==> config.mk <==
export PLATFORM = sky130hd
export DESIGN_NAME = branch_resolve_unit
export DESIGN_NICKNAME = d
export VERILOG_FILES = /design/src/rtl/branch_resolve_unit.sv
export SDC_FILE = /design/constraint.sdc
export NUM_CORES = 1
export LEC_CHECK = 0
export CORE_MARGIN = 1.5
export CORE_UTILIZATION = 62
export CTS_CLUSTER_SIZE = 25
export DETAILED_ROUTE_END_ITERATION = 10
export GPL_TIMING_DRIVEN = 0
export PLACE_DENSITY_LB_ADDON = 0.05
export SYNTH_ARGS = -nofsm -noshare
export SYNTH_HDL_FRONTEND = slang
export SYNTH_SLANG_ARGS = --single-unit
==> constraint.sdc <==
create_clock -name clk -period 18.02 [get_ports clk]
set_clock_uncertainty 0.05 [all_clocks]
set_input_delay 3.604 -clock clk [delete_from_list [all_inputs] [get_ports clk]]
set_output_delay 3.604 -clock clk [all_outputs]
set_load 0.1 [all_outputs]
==> src/rtl/branch_resolve_unit.sv <==
// In-order queue of fetch-side branch predictions, checked against execute outcomes.
// Optional BRU_STATS_EN adds saturating branch/mispredict counters.
module branch_resolve_unit #(
  parameter int unsigned DEPTH = 8,
  parameter int unsigned XLEN  = 32
) (
  input  logic                     clk,
  input  logic                     rst,
  input  logic                     pred_valid,
  input  logic [XLEN-1:0]          pred_pc,
  input  logic                     pred_taken,
  input  logic [XLEN-1:0]          pred_target,
  output logic                     pred_ready,
  input  logic                     res_valid,
  input  logic                     res_taken,
  input  logic [XLEN-1:0]          res_target,
  output logic                     res_ready,
  output logic                     mispred,
  output logic [XLEN-1:0]          t_addr,
  output logic [XLEN-1:0]          tp_addr,
  output logic                     redirect_valid,
  output logic [XLEN-1:0]          redirect_pc,
  output logic [$clog2(DEPTH):0]   occupancy
`ifdef BRU_STATS_EN
  ,
  output logic [31:0]              stat_branches,
  output logic [31:0]              stat_mispreds
`endif
);

  localparam int unsigned IdxW = $clog2(DEPTH);
  localparam int unsigned PtrW = IdxW + 1;

  logic [XLEN-1:0] pc_mem  [DEPTH];
  logic [XLEN-1:0] tgt_mem [DEPTH];
  logic [DEPTH-1:0] taken_mem;

  logic [PtrW-1:0] wr_q, wr_d, rd_q, rd_d;
  logic            mispred_q, mispred_d;
  logic            redirect_q, redirect_d;
  logic [XLEN-1:0] t_addr_q, t_addr_d, tp_addr_q, tp_addr_d, redir_pc_q, redir_pc_d;

  logic full, empty, push, pop, mis;
  logic [IdxW-1:0] wr_idx, rd_idx;
  logic [XLEN-1:0] h_pc, h_tgt;
  logic            h_taken;

  assign wr_idx = wr_q[IdxW-1:0];
  assign rd_idx = rd_q[IdxW-1:0];
  assign empty  = (wr_q == rd_q);
  assign full   = (wr_q[IdxW] != rd_q[IdxW]) && (wr_idx == rd_idx);

  // Fetch is still on the wrong path while the redirect pulse is out.
  assign pred_ready = !full && !redirect_q;
  assign res_ready  = !empty;
  assign push       = pred_valid && pred_ready;
  assign pop        = res_valid && res_ready;

  assign h_pc    = pc_mem[rd_idx];
  assign h_tgt   = tgt_mem[rd_idx];
  assign h_taken = taken_mem[rd_idx];
  assign mis     = pop && ((h_taken != res_taken) || (res_taken && (h_tgt != res_target)));

  always_comb begin
    wr_d       = wr_q + PtrW'(push);
    rd_d       = rd_q + PtrW'(pop);
    mispred_d  = mis;
    redirect_d = mis;
    t_addr_d   = t_addr_q;
    tp_addr_d  = tp_addr_q;
    redir_pc_d = redir_pc_q;
    if (mis) begin
      // Everything younger than the mispredicted branch is wrong-path.
      wr_d       = '0;
      rd_d       = '0;
      t_addr_d   = h_pc;
      tp_addr_d  = res_target;
      redir_pc_d = res_taken ? res_target : h_pc + XLEN'(4);
    end
  end

  always_ff @(posedge clk) begin
    if (push) begin
      pc_mem[wr_idx]    <= pred_pc;
      tgt_mem[wr_idx]   <= pred_target;
      taken_mem[wr_idx] <= pred_taken;
    end
  end

  always_ff @(posedge clk) begin
    if (!rst) begin
      wr_q       <= '0;
      rd_q       <= '0;
      mispred_q  <= 1'b0;
      redirect_q <= 1'b0;
      t_addr_q   <= '0;
      tp_addr_q  <= '0;
      redir_pc_q <= '0;
    end else begin
      wr_q       <= wr_d;
      rd_q       <= rd_d;
      mispred_q  <= mispred_d;
      redirect_q <= redirect_d;
      t_addr_q   <= t_addr_d;
      tp_addr_q  <= tp_addr_d;
      redir_pc_q <= redir_pc_d;
    end
  end

  assign mispred        = mispred_q;
  assign redirect_valid = redirect_q;
  assign t_addr         = t_addr_q;
  assign tp_addr        = tp_addr_q;
  assign redirect_pc    = redir_pc_q;
  assign occupancy      = wr_q - rd_q;

`ifdef BRU_STATS_EN
  logic [31:0] br_cnt_q, mis_cnt_q;

  always_ff @(posedge clk) begin
    if (!rst) begin
      br_cnt_q  <= '0;
      mis_cnt_q <= '0;
    end else begin
      if (pop && (br_cnt_q != '1))  br_cnt_q  <= br_cnt_q + 32'd1;
      if (mis && (mis_cnt_q != '1)) mis_cnt_q <= mis_cnt_q + 32'd1;
    end
  end

  assign stat_branches = br_cnt_q;
  assign stat_mispreds = mis_cnt_q;
`endif

endmodule

==> results.toml, run 1 <==
[floorplan]
die_area_um2 = 40900
die_h_um = 202
coreArea_um2 = 38900
row_count = 72
die_x_um = 202
ios = 206
start_util_pct = 63.3

[global_routing]
grt_util_met3_pct = 6.08
top_usage_layer = "met2"
grt_pass1_vias = 14000
grt_overflow = 0
grt_pass1_wl_um = 92700
grtUsageMet2_pct = 49.1
grt_max_degree = 25
antenna_found_initial = 3
track_usage_pct = 31.7
grt_use_met1_pct = 47.0

[sta]
setup-tns-final_ns = 0
slew_viol_final = 0
rsz0062_at_grt = "false"
hold_slack_ns = 0.406
worst_pin_slew_ns = 1.27
hold_violations = 0
period_needed_ns = 7.68
max_freq_ghz = 0.130
fin_crit_sh_pct = 42.6
setup_viol = 0
relSlewSlack_pct = 15.1
worst_slack_ns = 10.34

[critical_path]
critPathKind = "reg2out"
r2r_cells = 11
ff2ff_setup_slack_ns = 13.22
cp_max_fo = 10
crit_chain = "buf_6 -> buf_6 -> inv_2 -> buf_8 -> ha_1 -> a21o_1 -> a21oi_1 -> xnor2_1 -> clkdlybuf4s50_1"
crit_required_ns = 14.37
start_kind = "flop"
r2r_start = "rd_q[1]"
slowest_stage = "clkdlybuf4s50_1"
cp_slowest_stage_delay_ns = 1.16
cpMostUsedCell = "buf_6"
arrival_ns = 4.02
r2r_end = "tp_addr[18]"
critPathLaunch = "rd_q[1]"
worstSetupEndpointType = "output port"

[clock_tree]
postCtsSetupBuffers = 0
cts_tree = "done"
cts_resized = 0
insertion_delay_ns = 0.62
cts_hold_buffers = 0
root_buffer = "clkbuf_16"
cts-buffers-inserted = 60
cts_sinks = 625
clk_path_buf_depth = 3
ctsHtreeMaxLevel = 2
clk_pin_slew_ns = 0.06

[routing]
drc = 0
wire_per_inst_um = 29.2
ant_nets = 0
drt-total-wl_um = 63500
avgViaCountPerCell = 6.40
initialDrtViolationCount = 1533
via_count = 13900
drtPass1Iterations = 5

[run_status]
status = "finished, final reports clean"

[worst_hold_path]
min_from = "t_addr[9]"
hold_depth = 1
holdPathEnd = "t_addr[9]"
hold_class = "reg2reg"

[synthesis]
netlist_area_um2 = 24600
ys_types = 55
synth_flop_cell = "edfxtp_1"
syn_avg_cell_area_um2 = 18.7
synth-seq-area-share_pct = 72.0
syn_nets = 1424
syn_inst = 1313
synth_warnings = 0
synth-edff-count = 520
synth-seq-cells = 625
ys_async_sr_fraction_pct = 0

[power_and_ir_drop]
pwr-share-seq_pct = 40.7
p_per_area_nw_per_um2 = 146
p_clk_share_pct = 26.6
leakage_uw = 0.00989
p_sw_share_pct = 35.5
power_uw = 4340
power_switching_uw = 1540
p_int_uw = 2800
p_comb_share_pct = 32.7
vdd_ir_drop_max_mv = 0.0887

[placed_design]
place.port_buffers = 204
gp_congestion = 0.845
dp_hpwl_um = 43800
place_area_um2 = 27900
pre_cts_slack_ns = 10.89

[finish]
postLayoutCellArea_um2 = 29700
final_cell_mix = "edfxtp_1 (520), clkdlybuf4s50_1 (204), dfxtp_1 (105)"
drive_gt1_share_pct = 17.0
final_common_cell = "edfxtp_1"
syn_to_final_growth_pct = 20.6
fin_nets = 1724

[job]
drv_cap = 0
-- metal layers --
metal  vias up  part of all wire [%]  routed length (µm)
li1       5923                     -                   -
met1      7147                    40               25500
met4         0                   2.4                1520
met2       766                    47               30100
met5         -                     0                   0
met3        95                    10                6340
-- worst max-delay path by stage --
stage / depth (start not counted) / end / slack [ns]
finish: 9 / occupancy[3] / 10.34
global route: 9 / occupancy[3] / 10.18
CTS: 9 / occupancy[3] / 10.34
detailed placement: 8 / tp_addr[18] / 10.89
global placement: 4 / pc_mem[1][11] / 3.64
floorplan: 3 / pc_mem[1][0] / 9.13
-- registers in the layout (all words and copies together), names as in the netlist --
register	flops
pc_mem	256
rd_q	4
redirect_pc	32
redirect_valid	1
t_addr	32
taken_mem	8
tgt_mem	256
tp_addr	32
wr_q	4
-- worst max-delay path, delay by kind of cell, from the launching register on --
kind / cells / cell delay [ns]
AO/OA/AOI/OAI: 2 / 0.38
XOR/XNOR: 1 / 0.14
adder cells (fa/ha/maj): 1 / 0.32
buffers and inverters: 5 / 1.99
flip-flops: 1 / 0.58
-- area by class of cell --
type / count / area (µm²)
Clock buffer: 77 / 1590
Buffer: 70 / 536
Tap cell: 518 / 648
Antenna cell: 3 / 7.51
Sequential cell: 625 / 17700
Fill cell: 2261 / 9220
Inverter: 27 / 101
Timing Repair Buffer: 238 / 2600
Clock inverter: 28 / 174
Multi-Input combinational cell: 591 / 6320
-- power groups by stage --
stage | clock (µW) | combinational (µW) | sequential [µW]
2_1_floorplan | 0 | 614 | 2160
3_3_place_gp | 0 | 1360 | 1820
5_1_grt | 1230 | 1480 | 1780
3_5_place_dp | 0 | 1410 | 1800
6_report | 1160 | 1420 | 1770
4_1_cts | 1170 | 1420 | 1770
-- kinds of logic (layout without fill, tap and decap cells) --
group / after synthesis / in the layout / share of synthesized area, %
simple gates: 143 / 143 / 2.99
other cells: 0 / 3 / 0
compound gates: 169 / 169 / 5.46
mux: 209 / 209 / 14.3
flops: 625 / 625 / 72.0
fa+ha+maj: 9 / 9 / 0.488
xor+xnor: 61 / 61 / 2.17
buf+inv: 97 / 440 / 2.59
-- synth_stat cells, types with 8 or more instances --
master / instances / area, µm²
buf_4: 15 / 113
mux2i_1: 86 / 861
o21ai_0: 24 / 120
mux4_2: 82 / 1850
ha_1: 8 / 100
inv_1: 26 / 97.6
nor4_1: 13 / 81.3
nor2_1: 16 / 60.1
dfxtp_1: 105 / 2100
nor3_1: 11 / 55.1
mux4_1: 24 / 631
edfxtp_1: 520 / 15600
buf_2: 19 / 95.1
and2_1: 12 / 75.1
nand2_1: 52 / 195
buf_6: 12 / 135
nand3_1: 12 / 60.1
clkbuf_1: 15 / 56.3
a22o_1: 98 / 858
xor2_1: 15 / 131
mux2_2: 17 / 191
xnor2_1: 46 / 403
a22oi_1: 15 / 113
-- through the flow --
| step | instances | util (%) |
|---|---|---|
| 2_1_floorplan | 1313 | - |
| 3_3_place_gp | 2035 | 70.2 |
| 3_5_place_dp | 2069 | 71.8 |
| 4_1_cts | 2174 | 76.3 |
| 5_1_grt | 2175 | 76.3 |
| 6_report | 2177 | 76.3 |
Power figures use the tool's default switching activity.
==> inputs of run 2 (changes only) <==
Settings changed: CORE_UTILIZATION 62 to 58.
Clock period 18.02 ns to 7.62 ns, I/O delays scaled along.
==> run 2 against run 1 <==
Effect of this change:
- register-to-register slack got worse by 10 ns
- first-iteration DRC count shrank 9.1%
- flip-flop and latch count unchanged
- worst hold slack gained 0.0064 ns
- routed wire length up 0.15%
- final cell count increased by 1.0%
- clock power rose to 2.9 times the previous value
- final area grew 1.8%
- largest cell class unchanged
- largest power group unchanged
==> results.toml, run 2 (synthesized netlist as in run 1, its figures left out) <==
[run_status]
status = "finished, final reports clean"

[placed_design]
place.port_buffers = 204
pre_cts_slack_ns = 2.61
place_area_um2 = 28000
gp_congestion = 0.860
dp_hpwl_um = 43700
dp_cells = 2082

[sta]
fin_crit_sh_pct = 73.5
worst_pin_slew_ns = 1.36
slew_viol_final = 0
relSlewSlack_pct = 9.27
period_needed_ns = 5.60
max_freq_ghz = 0.178
setup-tns-final_ns = 0
hold_violations = 0
setup_viol = 0
worst_slack_ns = 2.02
rsz0062_at_grt = "false"

[clock_tree]
cts_hold_buffers = 0
cts_tree = "done"
postCtsSetupBuffers = 0
cts_sinks = 625
clk_path_buf_depth = 3
cts-buffers-inserted = 61
root_buffer = "clkbuf_16"
insertion_delay_ns = 0.63
clk_pin_slew_ns = 0.07
cts_resized = 0
ctsHtreeMaxLevel = 2

[routing]
avgViaCountPerCell = 6.23
drt-total-wl_um = 63600
initialDrtViolationCount = 1394
drc = 0
via_count = 13700
wire_per_inst_um = 28.9
ant_nets = 0
drtPass1Iterations = 5

[power_and_ir_drop]
leakage_uw = 0.0101
p_per_area_nw_per_um2 = 361
vdd_ir_drop_max_mv = 0.242

[finish]
final_cell_mix = "edfxtp_1 (520), clkdlybuf4s50_1 (204), dfxtp_1 (105)"
syn_to_final_growth_pct = 22.8
post-route-util_pct = 72.1
instances_no_fill = 2199
postLayoutCellArea_um2 = 30200
fillerInstances = 2600
largestRegisters = "pc_mem x256, tgt_mem x256"
drive_gt1_share_pct = 18.5
fin_nets = 1717
final_common_cell = "edfxtp_1"

[critical_path]
slowest_stage = "clkdlybuf4s50_1"
cpMostUsedCell = "buf_6"
cp_slowest_stage_delay_ns = 1.15
arrival_ns = 4.03
crit_required_ns = 6.05
crit_chain = "buf_6 -> buf_6 -> inv_2 -> buf_8 -> ha_1 -> a21o_1 -> a21oi_1 -> xnor2_1 -> clkdlybuf4s50_1"
critical_path.top_delay_family = "buffers and inverters"
start_kind = "flop"
worstSetupEndpointType = "output port"
critPathKind = "reg2out"
cp_max_fo = 10
critPathBufInv = 5

[floorplan]
row_count = 75
ios = 206
die_h_um = 209
die_area_um2 = 43700
die_x_um = 209
coreArea_um2 = 41900
start_util_pct = 58.7

[global_routing]
grt_pass1_wl_um = 91700
antenna_found_initial = 4
grt_pass1_vias = 13400
grt_overflow = 0
track_usage_pct = 29.6
grt_max_degree = 25

[job]
drv_cap = 0

[worst_hold_path]
hold_class = "reg2reg"
[run 2: area by class of cell]
| class | instances | area, µm² | share of cell area, % |
|---|---|---|---|
| diodes | 1 | 2.50 | 0.00828 |
| plain buffers | 70 | 536 | 1.77 |
| clock buffers | 73 | 1670 | 5.54 |
| clock inverters | 43 | 586 | 1.94 |
| inverters | 27 | 101 | 0.335 |
| multi-input cells | 591 | 6330 | 20.9 |
| flip-flops and latches | 625 | 17700 | 58.6 |
| well taps | 539 | 674 | 2.23 |
| repair buffers | 230 | 2610 | 8.63 |
[run 2: path summary, 6_finish.rpt]
kind,cells after the start,slack [ns],from,end
setup / recovery,9,2.02,rd_q[1],occupancy[3]
hold / removal,1,0.41,t_addr[9],t_addr[9]
setup reg to reg,15,2.73,rd_q[1],redirect_pc[28]
hold reg to reg,1,0.41,t_addr[9],t_addr[9]
[run 2: through the flow]
step / total power, µW / hold WS (ns)
floorplan: 6550 / 0.516
global placement: 7500 / 0.387
detailed placement: 7600 / 0.397
CTS: 10900 / 0.413
global route: 11200 / 0.431
finish: 10900 / 0.412
[run 2: where the power goes]
group	internal [µW]	switching, µW	total [µW]
registers	4020	158	4180
logic	1090	2280	3370
clock network	2040	1310	3350
[run 2: metal layers]
| layer | global-route usage, % | wire (µm) | vias up | part of all wire (%) |
|---|---|---|---|---|
| met1 | 42.9 | 26500 | 7034 | 42 |
| met2 | 45.3 | 29600 | 654 | 47 |
| li1 | - | - | 5896 | - |
| met3 | 7.50 | 5860 | 105 | 9.2 |
| met5 | 0 | 23 | - | 0.036 |
| met4 | 8.27 | 1640 | 4 | 2.6 |
==> inputs of run 3 (changes only) <==
Clock period 7.62 ns to 5.5 ns, I/O delays scaled along.
==> run 3 against run 2 <==
Effect of this change:
- critical path depth unchanged
- worst hold slack worse by 0.0017 ns
- register-to-register slack worse by 2.1 ns
- setup slack worse by 1.7 ns
- via count up 0.58%
- core utilization down 0.63 points
- first-iteration DRC count up 8.8%
- combinational power up 39%
- clock power up 18%
- flip-flop and latch count unchanged
- non-clock buffer count up 2
- critical path type unchanged
- critical endpoint unchanged
==> results.toml, run 3 (synthesized netlist as in run 1, its figures left out) <==
[global_routing]
grt_pass1_vias = 13500
grtUsageMet2_pct = 45.8
grt_use_met1_pct = 43.3
grt_util_met3_pct = 5.73
antenna_found_initial = 2
top_usage_layer = "met2"
track_usage_pct = 29.8
grt_max_degree = 25
grt_pass1_wl_um = 92500
grt_overflow = 0

[critical_path]
critPathKind = "reg2out"
crit_required_ns = 4.35
worstSetupEndpointType = "output port"
ff2ff_setup_slack_ns = 0.64
cpMostUsedCell = "buf_6"
cp_max_fo = 10
crit_chain = "buf_6 -> buf_6 -> inv_2 -> buf_8 -> ha_1 -> a21o_1 -> a21oi_1 -> xnor2_1 -> clkdlybuf4s50_1"
slowest_stage = "clkdlybuf4s50_1"
arrival_ns = 4.03
cp_slowest_stage_delay_ns = 1.15
critical_path.top_delay_family = "buffers and inverters"
start_kind = "flop"
critPathBufInv = 5

[routing]
wire_per_inst_um = 29.0
ant_nets = 0
drt-total-wl_um = 63900
drc = 0
drtPass1Iterations = 6
initialDrtViolationCount = 1517
via_count = 13800
avgViaCountPerCell = 6.26

[worst_hold_path]
hold_class = "reg2reg"

[sta]
fin_crit_sh_pct = 94.2
setup_viol = 0
slew_viol_final = 0
max_freq_ghz = 0.193
period_needed_ns = 5.18
hold_violations = 0
setup-tns-final_ns = 0
hold_slack_ns = 0.411
relSlewSlack_pct = 19.1
rsz0062_at_grt = "false"
worst_slack_ns = 0.318
worst_pin_slew_ns = 1.21

[power_and_ir_drop]
vdd_ir_drop_max_mv = 0.452
leakage_uw = 0.00999
power_uw = 14400
p_per_area_nw_per_um2 = 482

[clock_tree]
cts_hold_buffers = 0
postCtsSetupBuffers = 0
ctsHtreeMaxLevel = 2
cts_tree = "done"
insertion_delay_ns = 0.63
cts_sinks = 625
root_buffer = "clkbuf_16"
cts-buffers-inserted = 61
clk_pin_slew_ns = 0.06
cts_resized = 0
clk_path_buf_depth = 3

[floorplan]
die_h_um = 209
row_count = 75
coreArea_um2 = 41900
start_util_pct = 58.7
die_x_um = 209
die_area_um2 = 43700
ios = 206

[placed_design]
dp_hpwl_um = 44200
pre_cts_slack_ns = 0.733
place.port_buffers = 204
gp_congestion = 0.853

[finish]
syn_to_final_growth_pct = 21.7
final_common_cell = "edfxtp_1"
post-route-util_pct = 71.4
fin_nets = 1719
drive_gt1_share_pct = 17.5
final_cell_mix = "edfxtp_1 (520), clkdlybuf4s50_1 (204), dfxtp_1 (105)"
largestRegisters = "pc_mem x256, tgt_mem x256"

[job]
drv_cap = 0

[run_status]
status = "finished, final reports clean"
## run 3: cell count changes in the layout (fill, tap and decap cells not counted), moves of 3 or more
cell | previous run | this run
clkbuf_1 | 19 | 30
clkinv_1 | 4 | 12
buf_16 | 9 | 13
bufinv_16 | 14 | 2
buf_8 | 9 | 6
clkinv_4 | 3 | 0
## run 3: final cells by class
type	instances	area, µm²
Antenna cell	2	5.00
Inverter	27	101
Clock inverter	32	204
Timing Repair Buffer	232	2700
Multi-Input combinational cell	591	6340
Tap cell	539	674
Clock buffer	83	1700
Sequential cell	625	17700
Buffer	70	536
Fill cell	2666	12000
## run 3: worst paths after layout
check,from,endpoint,cells past startpoint
setup / recovery,rd_q[1],occupancy[3],9
hold / removal,t_addr[0],t_addr[0],1
setup reg to reg,rd_q[1],redirect_pc[28],15
hold reg to reg,t_addr[0],t_addr[0],1
## run 3: report_power, final
group | switching, µW | internal, µW | leakage, µW
combinational | 3160 | 1530 | 0.00348
clock | 1710 | 2240 | 0.000938
sequential | 223 | 5580 | 0.00557
total | 5100 | 9350 | 0.00999
## run 3: routing by layer
metal | vias up | wire, µm
met5 | - | 11
met4 | 2 | 1980
met3 | 109 | 5390
met2 | 629 | 29800
met1 | 7117 | 26700
li1 | 5916 | -
## run 3: through the flow
stage          std cells  area (µm²)
3_3_place_gp        2056       27400
6_report            2201       30000
5_1_grt             2199       30000
3_5_place_dp        2084       28100
2_1_floorplan       1313       24700
4_1_cts             2199       30000
